### src/rtl/decode_issue.sv
// -----------------------------------------------------------------------------
// decode_issue
//
// Decode/issue stage sitting directly in front of the ALU. One 16-bit
// instruction is accepted per cycle over a valid/ready handshake. It is
// decoded into the ALU's 8-bit opcode, and both operands are read from a
// 16 x 16 register file. The ALU result comes back one cycle after issue
// and is written into the destination register on the following edge.
// Read-after-write hazards across that latency are handled here by stalling
// inst_ready.
//
// Optional feature macro: FWD_EN
//   defined   - a dependency on the retiring slot (S2) is served by
//               forwarding alu_result into the captured operand. Only a
//               dependency on S1 stalls, and it stalls for one cycle.
//   undefined - any dependency on S1 or S2 stalls. There is no bypass path.
//
// Ports
//   clock       in   rising-edge clock
//   reset       in   synchronous, active-low reset
//   inst        in   instruction: [15:12] op, [11:8] Rdest, [7:4] ext,
//                    [3:0] Rsrc (or [7:0] imm)
//   inst_valid  in   inst is presented
//   inst_ready  out  stage can accept inst this cycle (combinational)
//   alu_result  in   ALU result, valid one cycle after issue
//   opcode      out  registered ALU opcode (8'h00 = bubble)
//   rdataA      out  registered operand A = R[Rdest]
//   rdataB      out  registered operand B = R[Rsrc] or extended immediate
// -----------------------------------------------------------------------------
module decode_issue #(
   parameter int unsigned WIDTH = 16
) (
   input  logic             clock,
   input  logic             reset,
   input  logic [15:0]      inst,
   input  logic             inst_valid,
   output logic             inst_ready,
   input  logic [WIDTH-1:0] alu_result,
   output logic [7:0]       opcode,
   output logic [WIDTH-1:0] rdataA,
   output logic [WIDTH-1:0] rdataB
);

   // Instruction format classes.
   typedef enum logic [1:0] {
      FmtBubble,
      FmtReg,
      FmtImm
   } fmt_e;

   // ---------------------------------------------------------------------------
   // Instruction fields
   // ---------------------------------------------------------------------------
   logic [3:0] op;
   logic [3:0] rd;
   logic [3:0] ext;
   logic [3:0] rs;
   logic [7:0] imm8;

   assign op   = inst[15:12];
   assign rd   = inst[11:8];
   assign ext  = inst[7:4];
   assign rs   = inst[3:0];
   assign imm8 = inst[7:0];

   // ---------------------------------------------------------------------------
   // State
   // ---------------------------------------------------------------------------
   logic [WIDTH-1:0] rf_q [16];
   logic [WIDTH-1:0] rf_d [16];

   // S1: issued last edge, the ALU is computing it now.
   // S2: alu_result currently holds its value, and it retires next edge.
   logic       s1_we_q,   s1_we_d;
   logic [3:0] s1_dest_q, s1_dest_d;
   logic       s2_we_q,   s2_we_d;
   logic [3:0] s2_dest_q, s2_dest_d;

   logic [7:0]       opcode_q,  opcode_d;
   logic [WIDTH-1:0] rdata_a_q, rdata_a_d;
   logic [WIDTH-1:0] rdata_b_q, rdata_b_d;

   // ---------------------------------------------------------------------------
   // Decode
   // ---------------------------------------------------------------------------
   fmt_e             dec_fmt;
   logic [7:0]       dec_opcode;
   logic [WIDTH-1:0] dec_imm;
   logic             dec_we;
   logic             dec_is_reg;
   logic             dec_valid;

   always_comb begin : decode
      dec_fmt    = FmtBubble;
      dec_opcode = 8'h00;
      dec_imm    = '0;
      case (op)
         // Register form. The ext field is the ALU sub-opcode.
         4'b0000, 4'b0100: begin
            dec_fmt    = FmtReg;
            dec_opcode = {op, ext};
         end
         // Op 1000 is a register shift only for ext 0100. Otherwise it is a
         // shift by a 4-bit immediate, and inst[4] picks the direction.
         4'b1000: begin
            if (ext == 4'b0100) begin
               dec_fmt    = FmtReg;
               dec_opcode = {op, ext};
            end else begin
               dec_fmt    = FmtImm;
               dec_opcode = {4'b1000, 3'b000, inst[4]};
               dec_imm    = {{(WIDTH-4){1'b0}}, rs};
            end
         end
         // ANDI / ORI / XORI: logical ops take a zero-extended immediate.
         4'b0001, 4'b0010, 4'b0011: begin
            dec_fmt    = FmtImm;
            dec_opcode = {4'b0000, op};
            dec_imm    = {{(WIDTH-8){1'b0}}, imm8};
         end
         // ADDI / ADDUI / SUBI / CMPI / MOVI: arithmetic ops take a
         // sign-extended immediate.
         4'b0101, 4'b0110, 4'b1001, 4'b1011, 4'b1101: begin
            dec_fmt    = FmtImm;
            dec_opcode = {4'b0000, op};
            dec_imm    = {{(WIDTH-8){imm8[7]}}, imm8};
         end
         // LUI: the ALU does the shift, so the immediate goes out unshifted.
         4'b1111: begin
            dec_fmt    = FmtImm;
            dec_opcode = 8'hF0;
            dec_imm    = {{(WIDTH-8){1'b0}}, imm8};
         end
         default: begin
            dec_fmt = FmtBubble;
         end
      endcase
   end

   assign dec_is_reg = (dec_fmt == FmtReg);
   assign dec_valid  = (dec_fmt != FmtBubble);

   // Only opcodes that produce a register result write back. CMP/CMPI,
   // LOAD and STORE do not: load data belongs to the memory stage.
   always_comb begin : write_enable
      dec_we = 1'b0;
      case (dec_opcode)
         8'h01, 8'h02, 8'h03, 8'h05, 8'h06, 8'h09, 8'h0D,
         8'h4F, 8'h80, 8'h81, 8'h84, 8'hF0: dec_we = 1'b1;
         default:                           dec_we = 1'b0;
      endcase
   end

   // ---------------------------------------------------------------------------
   // Hazard detection
   // ---------------------------------------------------------------------------
   // Rdest is always read as operand A. Rsrc is read only in register form.
   logic dep_s1;
   logic dep_s2;
   logic stall;
   logic fwd_a;
   logic fwd_b;
   logic accept;

   assign dep_s1 = dec_valid && s1_we_q &&
                   ((s1_dest_q == rd) || (dec_is_reg && (s1_dest_q == rs)));
   assign dep_s2 = dec_valid && s2_we_q &&
                   ((s2_dest_q == rd) || (dec_is_reg && (s2_dest_q == rs)));

`ifdef FWD_EN
   // alu_result already holds S2's value, so an S2 dependency is bypassed.
   // S1 governs when both slots match. After one stall cycle the old S1 has
   // moved to S2 and is then forwarded.
   assign stall = dep_s1;
   assign fwd_a = s2_we_q && (s2_dest_q == rd);
   assign fwd_b = s2_we_q && dec_is_reg && (s2_dest_q == rs);
`else
   // The S2 write lands on the same edge as the operand capture, so an S2
   // dependency also waits until the file holds the value.
   assign stall = dep_s1 || dep_s2;
   assign fwd_a = 1'b0;
   assign fwd_b = 1'b0;
`endif

   assign inst_ready = !stall;
   assign accept     = inst_valid && inst_ready;

   // ---------------------------------------------------------------------------
   // Operand selection
   // ---------------------------------------------------------------------------
   logic [WIDTH-1:0] op_a;
   logic [WIDTH-1:0] op_b;

   always_comb begin : operands
      op_a = rf_q[rd];
      op_b = dec_imm;
      if (fwd_a) begin
         op_a = alu_result;
      end
      if (dec_is_reg) begin
         op_b = fwd_b ? alu_result : rf_q[rs];
      end
   end

   // ---------------------------------------------------------------------------
   // Next state
   // ---------------------------------------------------------------------------
   always_comb begin : next_state
      // Retire S2 into the register file.
      rf_d = rf_q;
      if (s2_we_q) begin
         rf_d[s2_dest_q] = alu_result;
      end

      // Advance the slots. A stall, an idle cycle or an undecodable op
      // enters S1 as a bubble.
      s2_we_d   = s1_we_q;
      s2_dest_d = s1_dest_q;
      s1_we_d   = accept && dec_we;
      s1_dest_d = rd;

      opcode_d  = accept ? dec_opcode : 8'h00;
      rdata_a_d = rdata_a_q;
      rdata_b_d = rdata_b_q;
      if (accept && dec_valid) begin
         rdata_a_d = op_a;
         rdata_b_d = op_b;
      end
   end

   always_ff @(posedge clock) begin : state_regs
      if (!reset) begin
         rf_q      <= '{default: '0};
         s1_we_q   <= 1'b0;
         s1_dest_q <= 4'd0;
         s2_we_q   <= 1'b0;
         s2_dest_q <= 4'd0;
         opcode_q  <= 8'h00;
         rdata_a_q <= '0;
         rdata_b_q <= '0;
      end else begin
         rf_q      <= rf_d;
         s1_we_q   <= s1_we_d;
         s1_dest_q <= s1_dest_d;
         s2_we_q   <= s2_we_d;
         s2_dest_q <= s2_dest_d;
         opcode_q  <= opcode_d;
         rdata_a_q <= rdata_a_d;
         rdata_b_q <= rdata_b_d;
      end
   end

   assign opcode = opcode_q;
   assign rdataA = rdata_a_q;
   assign rdataB = rdata_b_q;

endmodule

### config.mk
export PLATFORM = sky130hd
export DESIGN_NAME = decode_issue
export DESIGN_NICKNAME = d
export VERILOG_FILES = /design/src/rtl/decode_issue.sv
export SDC_FILE = /design/constraint.sdc
export NUM_CORES = 1
export LEC_CHECK = 0
export ABC_AREA = 1
export CAP_MARGIN = 20
export CORE_UTILIZATION = 41
export DETAILED_ROUTE_END_ITERATION = 8
export GPL_TIMING_DRIVEN = 1
export PLACE_DENSITY = 0.56
export REMOVE_ABC_BUFFERS = 1
export SLEW_MARGIN = 10
export SYNTH_ARGS = -nofsm -noshare
export SYNTH_HDL_FRONTEND = slang
export SYNTH_SLANG_ARGS = --single-unit
### constraint.sdc
create_clock -name clock -period 1.8 [get_ports clock]
set_clock_uncertainty 0.1 [all_clocks]
set_input_delay 0.18 -clock clock [delete_from_list [all_inputs] [get_ports clock]]
set_output_delay 0.18 -clock clock [all_outputs]
set_load 0.03 [all_outputs]
==> flow_summary.json, run 1 <==
{
  "status": "complete, but fails checks",
  "violations": "setup timing",
  "rsz0062_at_grt": "true",
  "vias_per_cell": 5.648,
  "p_clk_frac": 0.445,
  "grt_pass1_wl_mm": 101.0,
  "worstPathMaxFanout": 4,
  "fp.coreArea_um2": 38560,
  "grt_start_max_net_pins": 86,
  "worstPathRequired_ns": 1.52,
  "syn_inst": 2527,
  "fmax_ghz": 0.5068,
  "fin_tns_setup_ns": -2.963,
  "drtIter0Drc": 2020,
  "power.density_nw_per_um2": 837.2,
  "netlist.area_leader.share": 0.3826,
  "cts-htree-levels": 2,
  "cts_buffers": 38,
  "clk_path_buf_depth": 3,
  "pin_count": 76,
  "maxCapViolCount": 0,
  "dpl_cell_area_um2": 18590,
  "stdcell_area_um2": 20530,
  "max_stage_delay_ns": 0.37,
  "grt.overflow.total": 0,
  "p_sw_mw": 4.822,
  "internal-power_mw": 12.36,
  "place_congestion": 0.9192,
  "cts.sinks": 306,
  "holdCritStartpoint": "inst[9]",
  "yosysTopAreaCell": "dfxtp_1",
  "synth_area_um2": 16010,
  "drcViolationCount": 0,
  "vias": 18110,
  "finalSetupViolCount": 33,
  "crit_chain": "xnor2_1, nand4_1, nand2_1, nand2_2, nand2_2, inv_2, buf_6",
  "diodes": 0,
  "drive_above_1_share": 0.1510,
  "path_common_cell": "nand2_2",
  "ant_nets": 0,
  "arrival_ns": 1.69,
  "crit_path_start_kind": "flip-flop",
  "fin_util": 0.5324,
  "areaGrowthSynthToFinish_pct": 28.19,
  "io_buffers": 75,
  "grt.total_usage": 0.3378,
  "nNetsFinal": 2698,
  "crit_slowest_cell": "dfxtp_4",
  "critPathKind": "reg2out",
  "synth_seq_cells": 306,
  "synth_area_per_cell_um2": 6.337,
  "tightest_slew_ns": 0.7063,
  "p_total_mw": 17.19,
  "start_util": 0.4153,
  "clock_latency_ns": 0.57,
  "antenna_found_initial": 0,
  "die_y_um": 199.6,
  "final.period_utilization": 1.096,
  "slew_violations": 0,
  "path_clk_slew_ns": 0.07,
  "irDropWorstVdd_uv": 574.2,
  "yosysWarnings": 0,
  "fin_ws_ns": -0.1733,
  "hpwl_mm": 43.31,
  "cts_root_buf": "clkbuf_16",
  "wire_per_inst_um": 21.36,
  "hold_violations": 0,
  "r2r-start": "s2_dest_q[0]",
  "power_frac_comb": 0.152,
  "num_rows": 72,
  "p_leak_nw": 9.084,
  "dr.pass1.iters": 6,
  "crit_start": "s2_dest_q[0]",
  "swShare": 0.2806,
  "ys_seq_area_frac": 0.3826,
  "synthTopCellsByArea": "dfxtp_1 (38%), nor2_1 (14%), o21ai_0 (10%)",
  "die_w_um": 199.6,
  "ys_types": 30,
  "cts_tree": "done",
  "dieArea_um2": 39850,
  "pwr-share-seq": 0.404,
  "slew_headroom": 0.5277,
  "fill_cells": 3887,
  "post-place-ws_ns": -0.3175,
  "period_minus_slack_ns": 1.973,
  "hold_class": "in2reg",
  "wirelength_mm": 68.50,
  "grt_pass1_vias": 16800,
  "cp-end-kind": "output port"
}
-- worst paths after layout --
kind / endpoint / cells past startpoint / slack, ns
setup / recovery: inst_ready / 7 / -0.17
hold / removal: s1_dest_q[1] / 4 / 0.14
setup reg to reg: rdataA[13] / 12 / -0.14
hold reg to reg: s2_we_q / 2 / 0.32
-- Yosys cell counts (all sizes together) --
| master | instances |
|---|---|
| o21bai | 26 |
| clkbuf | 124 |
| xor2 | 4 |
| nand3 | 192 |
| a21oi | 150 |
| xnor2 | 6 |
| a211oi | 25 |
| inv | 159 |
| nand4 | 3 |
| buf | 73 |
| o221ai | 36 |
| dfxtp | 306 |
| nand2 | 445 |
| o22ai | 1 |
| nand3b | 1 |
| nor2 | 590 |
| o211ai | 16 |
| nor3 | 3 |
| o21ai | 367 |
-- sequential cells by signal (all words and copies together), names as in the netlist --
name	count
opcode	8
rdataA	16
rdataB	16
rf_q	256
s1_dest_q	4
s1_we_q	1
s2_dest_q	4
s2_we_q	1
-- critical path: cells and delay by family, from the launching register on --
kind | cells | cell delay, ns
DFF | 1 | 0.37
buffers and inverters | 2 | 0.17
xor gates and xnor gates | 1 | 0.20
and+or+nand+nor | 4 | 0.39
-- layout by cell type, fill, tap and decap left out, drive strengths merged --
| cell | n |
|---|---|
| dlygate4sd2 | 40 |
| inv | 159 |
| dlygate4sd3 | 2 |
| clkdlybuf4s50 | 27 |
| xor2 | 4 |
| dfxtp | 306 |
| o21bai | 26 |
| clkinv | 7 |
| a21oi | 150 |
| o211ai | 16 |
| nand3 | 192 |
| nor3 | 3 |
| clkbuf | 62 |
| clkinvlp | 2 |
| xnor2 | 6 |
| nand3b | 1 |
| buf | 218 |
| bufinv | 1 |
| o22ai | 1 |
| nand2 | 445 |
| o21ai | 367 |
| nand4 | 3 |
| nor2 | 590 |
| o221ai | 36 |
| a211oi | 25 |
-- routing by layer --
metal	vias up	track usage	wire [µm]	part of all wire
li1	8534	-	-	-
met1	8483	0.4475	28580	0.42
met2	889	0.5256	30490	0.45
met3	207	0.06110	5878	0.086
met4	0	0.1665	3553	0.052
met5	-	0	0	0
-- per-stage QoR --
| stage | hold slack (ns) | cells |
|---|---|---|
| after floorplan | 0.1735 | 2330 |
| after global placement | 0.3320 | 3116 |
| after detailed placement | 0.3366 | 3116 |
| after CTS | 0.1086 | 3191 |
| after global routing | 0.1569 | 3207 |
| final | 0.1435 | 3207 |
-- area by class of cell --
| class | instances | area, µm² | share of cell area |
|---|---|---|---|
| clock inverter | 10 | 83.83 | 0.004084 |
| inverter | 159 | 618.1 | 0.03011 |
| clock buffer | 56 | 1140 | 0.05553 |
| tap | 518 | 648.1 | 0.03157 |
| multi-input combinational | 1865 | 8791 | 0.4283 |
| timing repair buffer | 293 | 3105 | 0.1513 |
| sequential | 306 | 6141 | 0.2992 |
-- repair_timing --
| item | CTS | global route |
|---|---|---|
| gates resized for setup | 60 | 130 |
| gates cloned | 0 | 11 |
| pin swaps | 4 | 17 |
| setup endpoints to repair | 53 | 201 |
| hold endpoints to repair | 24 | 0 |
| buffers inserted | 7 | 7 |
| hold buffers | 2 | 0 |
-- power by group through the flow --
stage / Clock [mW] / Sequential [mW] / Combinational (mW)
after floorplan: 0 / 7.22 / 0.812
after global placement: 0 / 7.09 / 2.33
after detailed placement: 0 / 7.09 / 2.34
after CTS: 7.74 / 6.94 / 2.31
after global routing: 8.03 / 6.95 / 2.78
final: 7.64 / 6.94 / 2.60
-- kinds of logic (layout without fill, tap and decap cells) --
group	Yosys count	in the layout	synth area share
AND/OR/NAND/NOR	1234	1234	0.3096
AO/OA/AOI/OAI	621	621	0.2131
buffers and inverters	356	518	0.08931
flip-flops	306	306	0.3826
XOR/XNOR	10	10	0.005469
(Power assumes the default switching activity.)
==> run 2, diff against run 1 <==
==> constraint.sdc (replaced) <==
create_clock -name clock -period 2 [get_ports clock]
set_clock_uncertainty 0.1 [all_clocks]
set_input_delay 0.2 -clock clock [delete_from_list [all_inputs] [get_ports clock]]
set_output_delay 0.2 -clock clock [all_outputs]
set_load 0.03 [all_outputs]
==> flow_summary.json, run 2 (same netlist as run 1, synthesis figures left out) <==
{
  "grt_pass1_vias": 16540,
  "cts-htree-levels": 2,
  "grt.total_usage": 0.3299,
  "fin_cells": 3147,
  "met1Wirelength_mm": 27.79,
  "fin_util": 0.5031,
  "io_buffers": 75,
  "path_common_cell": "nand2_2",
  "die_y_um": 199.6,
  "crit_slowest_cell": "dfxtp_4",
  "power.density_nw_per_um2": 795.2,
  "crit_chain": "inv_4, nand2_2, nand2_2, nand2_2, nor2_2, nand2_1, nand2_1, nand2_2, nand2_2, inv_2, buf_6",
  "wl_met2_mm": 28.91,
  "diodes": 0,
  "ant_nets": 0,
  "cts_tree": "done",
  "clock_latency_ns": 0.56,
  "largest_register_ffs": 256,
  "grt.overflow.total": 0,
  "dieArea_um2": 39850,
  "crit_path_start_kind": "flip-flop",
  "vias": 17580,
  "routed.top_layer": "met4",
  "pin_count": 76,
  "cp-end-kind": "output port",
  "antenna_found_initial": 1,
  "hold_class": "in2reg",
  "dr.pass1.iters": 6,
  "path_delay_family": "simple AND/OR/NAND/NOR gates",
  "dp.cells": 3071,
  "areaGrowthSynthToFinish_pct": 21.14,
  "critPathBufInv": 3,
  "cts.sinks": 306,
  "slew_violations": 0,
  "path_clk_slew_ns": 0.06,
  "top_register": "rf_q",
  "vias_per_cell": 5.585,
  "nNetsFinal": 2636,
  "hold_depth": 4,
  "stdcell_area_um2": 19400,
  "period_minus_slack_ns": 1.983,
  "fill_cells": 4015,
  "slew_headroom": 0.4871,
  "die_w_um": 199.6,
  "met3_length_mm": 5.435,
  "irDropWorstVdd_uv": 522.0,
  "p_leak_nw": 8.439,
  "fp.coreArea_um2": 38560,
  "final.period_utilization": 0.9916,
  "tightest_slew_ns": 0.7670,
  "final_common_cell": "nor2_1",
  "cp_num_cells": 11,
  "start_util": 0.4153,
  "status": "finished, final reports clean",
  "clk_path_buf_depth": 3,
  "critPathKind": "reg2out",
  "drive_above_1_share": 0.1054,
  "cts_buffers": 38,
  "maxCapViolCount": 0,
  "wirelength_mm": 65.05,
  "wire_per_inst_um": 20.67,
  "grt_start_max_net_pins": 124,
  "place_congestion": 0.9465,
  "ff2ff_path_depth": 8,
  "rsz0062_at_grt": "true",
  "hold_violations": 0,
  "finalSetupViolCount": 0,
  "drtIter0Drc": 1841,
  "fin_ws_ns": 0.01685,
  "cts_root_buf": "clkbuf_16",
  "num_rows": 72,
  "worstPathMaxFanout": 4,
  "hpwl_mm": 40.70,
  "worstPathRequired_ns": 1.70,
  "drcViolationCount": 0,
  "post-place-ws_ns": -0.1431,
  "dpl_cell_area_um2": 18000,
  "layout_common_cells": "nor2_1 (582), nand2_1 (433), o21ai_0 (335)",
  "arrival_ns": 1.68,
  "fmax_ghz": 0.5042,
  "grt_pass1_wl_mm": 99.13,
  "max_stage_delay_ns": 0.36
}
==> run 2: cell count changes in the layout (fill, tap and decap cells not counted), sizes merged <==
cell / previous run / this run
dlygate4sd3: 2 / 1
clkinv: 7 / 5
buf: 218 / 163
dlygate4sd2: 40 / 0
clkinvlp: 2 / 0
clkdlybuf4s50: 27 / 67
==> run 2: final cells by class <==
cell class	instances	area, µm²	area share
sequential	306	6146	0.3168
multi-input combinational	1865	8479	0.4371
timing repair buffer	231	2236	0.1153
clock buffer	62	1225	0.06314
inverter	159	605.6	0.03122
clock inverter	6	58.81	0.003031
tap	518	648.1	0.03341
==> run 2: through the flow <==
stage	setup TNS (ns)	hold slack (ns)	total power, mW
floorplan	-4.780	0.1935	7.225
global placement	-2.858	0.3494	8.400
detailed placement	-4.325	0.3572	8.403
CTS	0	0.06543	15.50
global route	-0.1492	0.08761	15.93
finish	0	0.08323	15.42
==> run 2: final timing paths <==
check	start	endpoint	slack, ns
worst max-delay path	s2_dest_q[0]	inst_ready	0.02
worst min-delay path	inst[10]	s1_dest_q[2]	0.08
worst max register to register	s2_dest_q[0]	rf_q[198]	0.08
worst min register to register	s1_dest_q[2]	s2_dest_q[2]	0.34
==> run 2: timing repair <==
action / in CTS / in global routing
pin swaps: 3 / 5
setup buffers: 4 / 3
endpoints found under the hold margin: 7 / 0
hold buffers: 1 / 0
gates resized for setup: 16 / 10
endpoints found under the setup margin: 1 / 3
==> run 2: worst register-to-register path: stages (launching register included) <==
cell and delay (ns):
dfxtp_4 0.38, inv_4 0.04, buf_4 0.13, nor3_1 0.19
inv_1 0.11, nor2_1 0.16, inv_2 0.32, o21ai_0 0.27
a21oi_1 0.06
==> run 2: layer usage <==
metal  track usage  vias up
li1              -     8396
met1        0.4414     8229
met2        0.5198      792
met3       0.05097      160
met4        0.1515        0
met5             0        -
==> run 2: power breakdown <==
| part | total [mW] | internal [mW] | switching, mW |
|---|---|---|---|
| logic | 2.07 | 0.730 | 1.34 |
| clock network | 7.11 | 4.30 | 2.80 |
| registers | 6.25 | 6.19 | 0.0598 |
| total | 15.4 | 11.2 | 4.20 |
